<file path="src/rtl/ex_lsu_pkg.sv">
// Shared definitions for the EX-stage load/store issue logic: op one-hot bit
// positions, load-bus width, issue FSM encodings and stall polarity.
package ex_lsu_pkg;

   localparam int STALL_W    = 6;
   localparam int OP_W       = 8;
   localparam int LOAD_BUS_W = 5;

   // id_mem_op is one-hot {lb,lbu,lh,lhu,lw,sb,sh,sw}, lb in the MSB
   localparam int OP_LB  = 7;
   localparam int OP_LBU = 6;
   localparam int OP_LH  = 5;
   localparam int OP_LHU = 4;
   localparam int OP_LW  = 3;
   localparam int OP_SB  = 2;
   localparam int OP_SH  = 1;
   localparam int OP_SW  = 0;

   localparam logic STOP    = 1'b1;
   localparam logic NO_STOP = 1'b0;

   typedef enum logic [1:0] {
      ST_IDLE = 2'd0,
      ST_WAIT = 2'd1,
      ST_DONE = 2'd2
   } lsu_state_e;

endpackage

</file>
<file path="src/rtl/ex_lsu_lane_gen.sv">
// Byte-lane select and store-data replication from the low address bits and op.
// Low bits are forced to natural alignment so misaligned halves/words still map to valid lanes.
module lsu_lane_gen
   import ex_lsu_pkg::*;
(
   input  logic [OP_W-1:0] op,
   input  logic [1:0]      ea_lo,
   input  logic [31:0]     store_data,
   output logic [3:0]      sel,
   output logic [3:0]      wen,
   output logic [31:0]     wdata
);

   logic is_byte, is_half, is_word, is_store;

   assign is_byte  = op[OP_LB] | op[OP_LBU] | op[OP_SB];
   assign is_half  = op[OP_LH] | op[OP_LHU] | op[OP_SH];
   assign is_word  = op[OP_LW] | op[OP_SW];
   assign is_store = op[OP_SB] | op[OP_SH] | op[OP_SW];

   always_comb begin
      sel   = 4'b0000;
      wdata = store_data;
      if (is_byte)
         sel = 4'b0001 << ea_lo;
      else if (is_half)
         sel = ea_lo[1] ? 4'b1100 : 4'b0011;
      else if (is_word)
         sel = 4'b1111;
      if (op[OP_SB])
         wdata = {4{store_data[7:0]}};
      else if (op[OP_SH])
         wdata = {2{store_data[15:0]}};
   end

   assign wen = is_store ? sel : 4'b0000;

endmodule

</file>
<file path="src/rtl/ex_lsu.sv">
// EX-stage load/store issue: latches the ID memory op, forms the effective address,
// drives the data SRAM request/grant handshake and raises load-use / memory stalls.
// Build option: define UNALIGNED_EXC_EN to flag misaligned accesses instead of masking them.
module ex_lsu
   import ex_lsu_pkg::*;
#(
   parameter int ADDR_W = 32,
   parameter int LOAD_W = LOAD_BUS_W
) (
   input  logic               clk,
   input  logic               rst,
   input  logic [STALL_W-1:0] stall,
   input  logic [OP_W-1:0]    id_mem_op,
   input  logic [ADDR_W-1:0]  id_base,
   input  logic [15:0]        id_offset,
   input  logic [31:0]        id_store_data,
   input  logic [4:0]         id_rf_waddr,
   input  logic [4:0]         id_rs,
   input  logic [4:0]         id_rt,
   input  logic               id_rs_re,
   input  logic               id_rt_re,
   input  logic               data_sram_gnt,
   output logic               data_sram_en,
   output logic [3:0]         data_sram_wen,
   output logic [ADDR_W-1:0]  data_sram_addr,
   output logic [31:0]        data_sram_wdata,
   output logic [3:0]         data_ram_sel,
   output logic [LOAD_W-1:0]  ex_load_bus,
   output logic [ADDR_W-1:0]  ex_mem_addr,
   output logic [1:0]         addr_exc,
   output logic               stallreq_for_load,
   output logic               stallreq_for_mem
);

   logic [OP_W-1:0]   op_r;
   logic [ADDR_W-1:0] base_r;
   logic [15:0]       offset_r;
   logic [31:0]       store_data_r;
   logic [4:0]        rf_waddr_r;
   lsu_state_e        state_r;

   logic [ADDR_W-1:0] ea;
   logic              is_load, is_store, misaligned, adel, ades, exc, op_valid, advance;
   logic [3:0]        sel_raw, wen_raw;
   logic              unused_stall;

   assign unused_stall = ^{stall[STALL_W-1:4], stall[1:0]};
   assign advance      = (stall[3] == NO_STOP);

   always_ff @(posedge clk or posedge rst) begin
      if (rst) begin
         op_r         <= '0;
         base_r       <= '0;
         offset_r     <= '0;
         store_data_r <= '0;
         rf_waddr_r   <= '0;
      end else if (stall[2] == STOP && stall[3] == NO_STOP) begin
         op_r         <= '0;
         base_r       <= '0;
         offset_r     <= '0;
         store_data_r <= '0;
         rf_waddr_r   <= '0;
      end else if (stall[2] == NO_STOP) begin
         op_r         <= id_mem_op;
         base_r       <= id_base;
         offset_r     <= id_offset;
         store_data_r <= id_store_data;
         rf_waddr_r   <= id_rf_waddr;
      end
   end

   assign ea       = base_r + {{(ADDR_W-16){offset_r[15]}}, offset_r};
   assign is_load  = |op_r[OP_LB:OP_LW];
   assign is_store = |op_r[OP_SB:OP_SW];

   assign misaligned = ((op_r[OP_LH] | op_r[OP_LHU] | op_r[OP_SH]) & ea[0])
                     | ((op_r[OP_LW] | op_r[OP_SW]) & (|ea[1:0]));

`ifdef UNALIGNED_EXC_EN
   assign adel = is_load & misaligned;
   assign ades = is_store & misaligned;
`else
   assign adel = 1'b0;
   assign ades = 1'b0;
   logic unused_misaligned;
   assign unused_misaligned = misaligned;
`endif

   assign exc      = adel | ades;
   assign op_valid = (|op_r) & ~exc;

   lsu_lane_gen u_lane_gen (
      .op         (op_r),
      .ea_lo      (ea[1:0]),
      .store_data (store_data_r),
      .sel        (sel_raw),
      .wen        (wen_raw),
      .wdata      (data_sram_wdata)
   );

   // A granted request parked in DONE must not re-assert en, or a store would repeat
   always_ff @(posedge clk or posedge rst) begin
      if (rst) begin
         state_r <= ST_IDLE;
      end else begin
         case (state_r)
            ST_IDLE: if (op_valid) begin
               if (data_sram_gnt) state_r <= advance ? ST_IDLE : ST_DONE;
               else               state_r <= ST_WAIT;
            end
            ST_WAIT: if (data_sram_gnt) state_r <= advance ? ST_IDLE : ST_DONE;
            ST_DONE: if (advance) state_r <= ST_IDLE;
            default: state_r <= ST_IDLE;
         endcase
      end
   end

   assign data_sram_en     = ((state_r == ST_IDLE) & op_valid) | (state_r == ST_WAIT);
   assign stallreq_for_mem = ((state_r == ST_IDLE) & op_valid & ~data_sram_gnt)
                           | (state_r == ST_WAIT);

   assign data_sram_addr = {ea[ADDR_W-1:2], 2'b00};
   assign data_ram_sel   = exc ? 4'b0000 : sel_raw;
   assign data_sram_wen  = exc ? 4'b0000 : wen_raw;
   assign ex_load_bus    = exc ? '0 : LOAD_W'(op_r[OP_LB:OP_LW]);
   assign ex_mem_addr    = ea;
   assign addr_exc       = {adel, ades};

   assign stallreq_for_load = is_load & (rf_waddr_r != 5'd0)
                            & ((id_rs_re & (id_rs == rf_waddr_r)) | (id_rt_re & (id_rt == rf_waddr_r)));

endmodule
</file>
<file path="config.mk">
export PLATFORM = sky130hd
export DESIGN_NAME = ex_lsu
export DESIGN_NICKNAME = d
export VERILOG_FILES = /design/src/rtl/ex_lsu_pkg.sv /design/src/rtl/ex_lsu_lane_gen.sv /design/src/rtl/ex_lsu.sv
export SDC_FILE = /design/constraint.sdc
export NUM_CORES = 1
export LEC_CHECK = 0
export ABC_AREA = 1
export CORE_MARGIN = 2
export CORE_UTILIZATION = 48
export CTS_CLUSTER_SIZE = 8
export DETAILED_ROUTE_END_ITERATION = 10
export GPL_TIMING_DRIVEN = 0
export PLACE_DENSITY = 0.83
export RECOVER_POWER = 50
export SLEW_MARGIN = 40
export SYNTH_ARGS = -nofsm -noshare
export SYNTH_HDL_FRONTEND = slang
export SYNTH_SLANG_ARGS = --single-unit
</file>
<file path="constraint.sdc">
create_clock -name clk -period 3.3 [get_ports clk]
set_input_delay 0.495 -clock clk [delete_from_list [all_inputs] [get_ports clk]]
set_output_delay 0.495 -clock clk [all_outputs]
set_load 0.03 [all_outputs]
</file>
==> impl_results.md <==
* Final net count at about 1,500
* Initial core utilization at 0.490
* Clk pwr share at 0.257
* Final core utilization at 0.679
* Largest net degree at the start of global routing at 50
* TritonCTS buffer count at 9
* Initial antenna violation count at 0
* Die Y at 126 um
* Final Critical Period at 3.23 ns
* Die Wd at 126 um
* Setup violators final at 0
* Peak supply drop at 344 uV
* Fmax achieved at 309 MHz
* First-pass GRT wire length at roughly 34,000 um
* Power Dens Cells at roughly 450 nW/um2
* Storage element area at 2380 um2
* Routed WL at 21,100 um
* Via count at approximately 7,400
* Layout cells sized above 1 at 0.0804
* Clock skew at 0.00179 ns
* Clock-pin slew on the worst setup and hold paths at 0.07 ns
* Crit. End Element: primary output
* GP Congestion at just over 0.9
* Worst Path Max Fanout at 6
* Core Area at between 10,000 and 15,000 um2
* Kind of critical path: reg2out
* CP Data Required Time at between 2 and 3 ns
* Hold crit path type: reg2reg
* Post-route clock period utilization at 0.980
* Leak at 5.54 nW
* Pre-antenna DRT Iters at 5
* Post-synthesis compound-gate area fraction at 0.126
* Drt first-iter violations at between 300 and 400
* PortBufs at 217
* Worst-Margin Slew at 1.91 ns
* Largest family of logic cells by synthesized area: simple AND/OR/NAND/NOR gates
* Slew HR at -0.275
* Max-cap violations at 1
* Layout overhead on the synthesized area at 38.8%
* Fill cells at 1,301
* Simple-gate area share of the yosys netlist at 0.260
* Total inserted antenna cells at 0
* Post-synth cell types at 31
* Switching share of power at 0.384
* Synthesized area per cell at 6.59 um2
* Vias in the first global route at 7,041
* Sequential area share after synthesis at 0.334
* Drc violations at 0
* IO Pins at 228
* Root buf cell: clkbuf_16
* Synth Cell Area at 7120 um2
* Post-synthesis mux area share at 0
* Mapped Cells at 1,080
* Grt total ovfl at 0
* Critical Path AT at 2.74 ns
* Xor/xnor share of the synthesized area at 0.0234
* Combinational share of power at 0.445
* Worst skew pair latency at 0.34 ns
* Clock sink count at 95
* Drt wl/cell at 14.0 um
* Failing checks: capacitance limit, slew limit
* Ys async rst share at 1.00
* Slew Limit Fails at between 40 and 50
* Seq cells post-synth at 95
* Hpwl dp at 16,900 um
* Overall power at 4.41 mW
* Synth Area in Adders at 0.0573
* Routed vias/inst at 4.95
* Area of the multi-input gates at 3370 um2
* Main synth FF type: dfrtp_1
* Die area at 15,800 um2
* CTS tree: built
* EDFF count, synth at 0
* Clock Tree Buf Depth at 2
* Int Power at 2.71 mW
* Reg power frac at 0.299
* Fin area at 9880 um2
* Post-DP Area at 9560 um2
* Yosys warning count at 0
* Final Hold Fails at 0
* Status: finished with violations
* GRT Overall Usage at 0.261
* Psw at around 1.7 mW
* Startpoint types: flop
* H-Tree Depth at 3
* Row count at 44
* ANT nets after route at 0
[path summary, 6_finish.rpt]
check / slack, ns / startpoint / to / cells after the start
setup reg to reg: 1.73 / op_r[1] / state_r[0] / 7
min in group asynchronous: 1.22 / rst / base_r[0] / 2
hold reg to reg: 0.51 / base_r[28] / base_r[28] / 2
max in group asynchronous: 0.97 / rst / base_r[23] / 2
hold / removal: 0.51 / base_r[28] / base_r[28] / 2
setup / recovery: 0.07 / base_r[2] / data_sram_addr[13] / 8
[critical path: stages, from the launching register on]
cell and delay, ns:
dfrtp_1 0.39, ha_1 0.41, or2_4 0.29, nand3_1 0.08, nand2_1 0.09, nand2_1 0.11, nand2_2 0.09, xor2_1 0.22
clkdlybuf4s50_1 0.71
[routing by layer]
metal | wire (um) | GRT usage | vias to the layer above
met1 | 8750 | 0.312 | 3343
met5 | 0 | 0 | -
li1 | - | - | 3766
met3 | 1550 | 0.0624 | 43
met2 | 10200 | 0.459 | 288
met4 | 585 | 0.0950 | 0
[state kept, by name (all words and copies together), names as in the netlist]
name	cells
offset_r	16
state_r	2
rf_waddr_r	5
base_r	32
store_data_r	32
op_r	8
[power groups by stage]
stage | sequential (mW) | combinational (mW) | clock, mW
after floorplan | 1.31 | 1.26 | 0
after global placement | 1.33 | 2.00 | 0
after detailed placement | 1.33 | 2.03 | 0
after CTS | 1.31 | 1.97 | 1.14
after global routing | 1.33 | 2.11 | 1.19
final | 1.32 | 1.96 | 1.13
[layout by cell type, fill, tap and decap left out, types with 3 or more instances in the layout]
| master | count |
|---|---|
| conb_1 | 4 |
| nand4_1 | 6 |
| nor2_1 | 47 |
| nor3_1 | 3 |
| ha_1 | 22 |
| buf_4 | 52 |
| xnor2_1 | 4 |
| clkbuf_16 | 9 |
| buf_2 | 3 |
| nand2_1 | 267 |
| clkdlybuf4s50_1 | 165 |
| clkbuf_2 | 9 |
| ha_2 | 8 |
| clkbuf_1 | 27 |
| xor2_1 | 15 |
| inv_1 | 244 |
| dlygate4sd2_1 | 22 |
| nand3_1 | 102 |
| dfrtp_1 | 94 |
| buf_1 | 4 |
| o21ai_0 | 97 |
| nand2_2 | 9 |
| o22ai_1 | 27 |
| a21oi_1 | 36 |
| dlymetal6s2s_1 | 15 |
[through the flow]
| step | instances | hold slack (ns) | worst slack [ns] | setup TNS (ns) |
|---|---|---|---|---|
| 2_1_floorplan | 1083 | 0.463 | 0.328 | 0 |
| 3_3_place_gp | 1484 | 0.477 | -1.12 | -105.91 |
| 3_5_place_dp | 1485 | 0.495 | 0.00269 | 0 |
| 4_1_cts | 1501 | 0.510 | 0.00709 | 0 |
| 5_1_grt | 1503 | 0.533 | -0.00521 | -0.00521 |
| 6_report | 1503 | 0.510 | 0.0671 | 0 |
[cell families after synthesis]
family                     count (synthesis)
AOI/OAI and AO/OA                        168
xor gates and xnor gates                  19
adders and majority gates                 32
buffers and inverters                    325
DFF                                       95
other                                      1
and+or+nand+nor                          440
[cells in the mapped netlist, types with 2 or more instances]
| cell type | n | share of area |
|---|---|---|
| nand4_1 | 6 | 0.0053 |
| clkbuf_1 | 17 | 0.0090 |
| buf_2 | 13 | 0.0091 |
| o21ai_0 | 97 | 0.068 |
| o21bai_1 | 2 | 0.0021 |
| nand2_1 | 267 | 0.14 |
| buf_1 | 4 | 0.0021 |
| buf_4 | 47 | 0.050 |
| o22ai_1 | 27 | 0.024 |
| nand3_1 | 102 | 0.072 |
| inv_1 | 244 | 0.13 |
| nor2_1 | 48 | 0.025 |
| xor2_1 | 15 | 0.018 |
| dfrtp_1 | 95 | 0.33 |
| xnor2_1 | 4 | 0.0049 |
| nor3_1 | 3 | 0.0021 |
| a21oi_1 | 36 | 0.025 |
| o211ai_1 | 2 | 0.0021 |
| ha_1 | 31 | 0.055 |
| nand2_2 | 9 | 0.0079 |
[final cells by class]
class / instances / share of cell area
Clock buffer: 9 / 0.0228
Tap cell: 184 / 0.0233
Sequential cell: 95 / 0.241
Multi-Input combinational cell: 663 / 0.341
Clock inverter: 7 / 0.00963
Inverter: 244 / 0.0927
Buffer: 81 / 0.0490
Timing Repair Buffer: 220 / 0.220
[what timing repair did]
action	in CTS	in global routing
cloned	0	0
pin swaps	0	0
resized for setup	42	44
endpoints found under the setup margin	41	39
hold buffers	0	0
setup buffers	0	2
(Power assumes the default switching activity.)
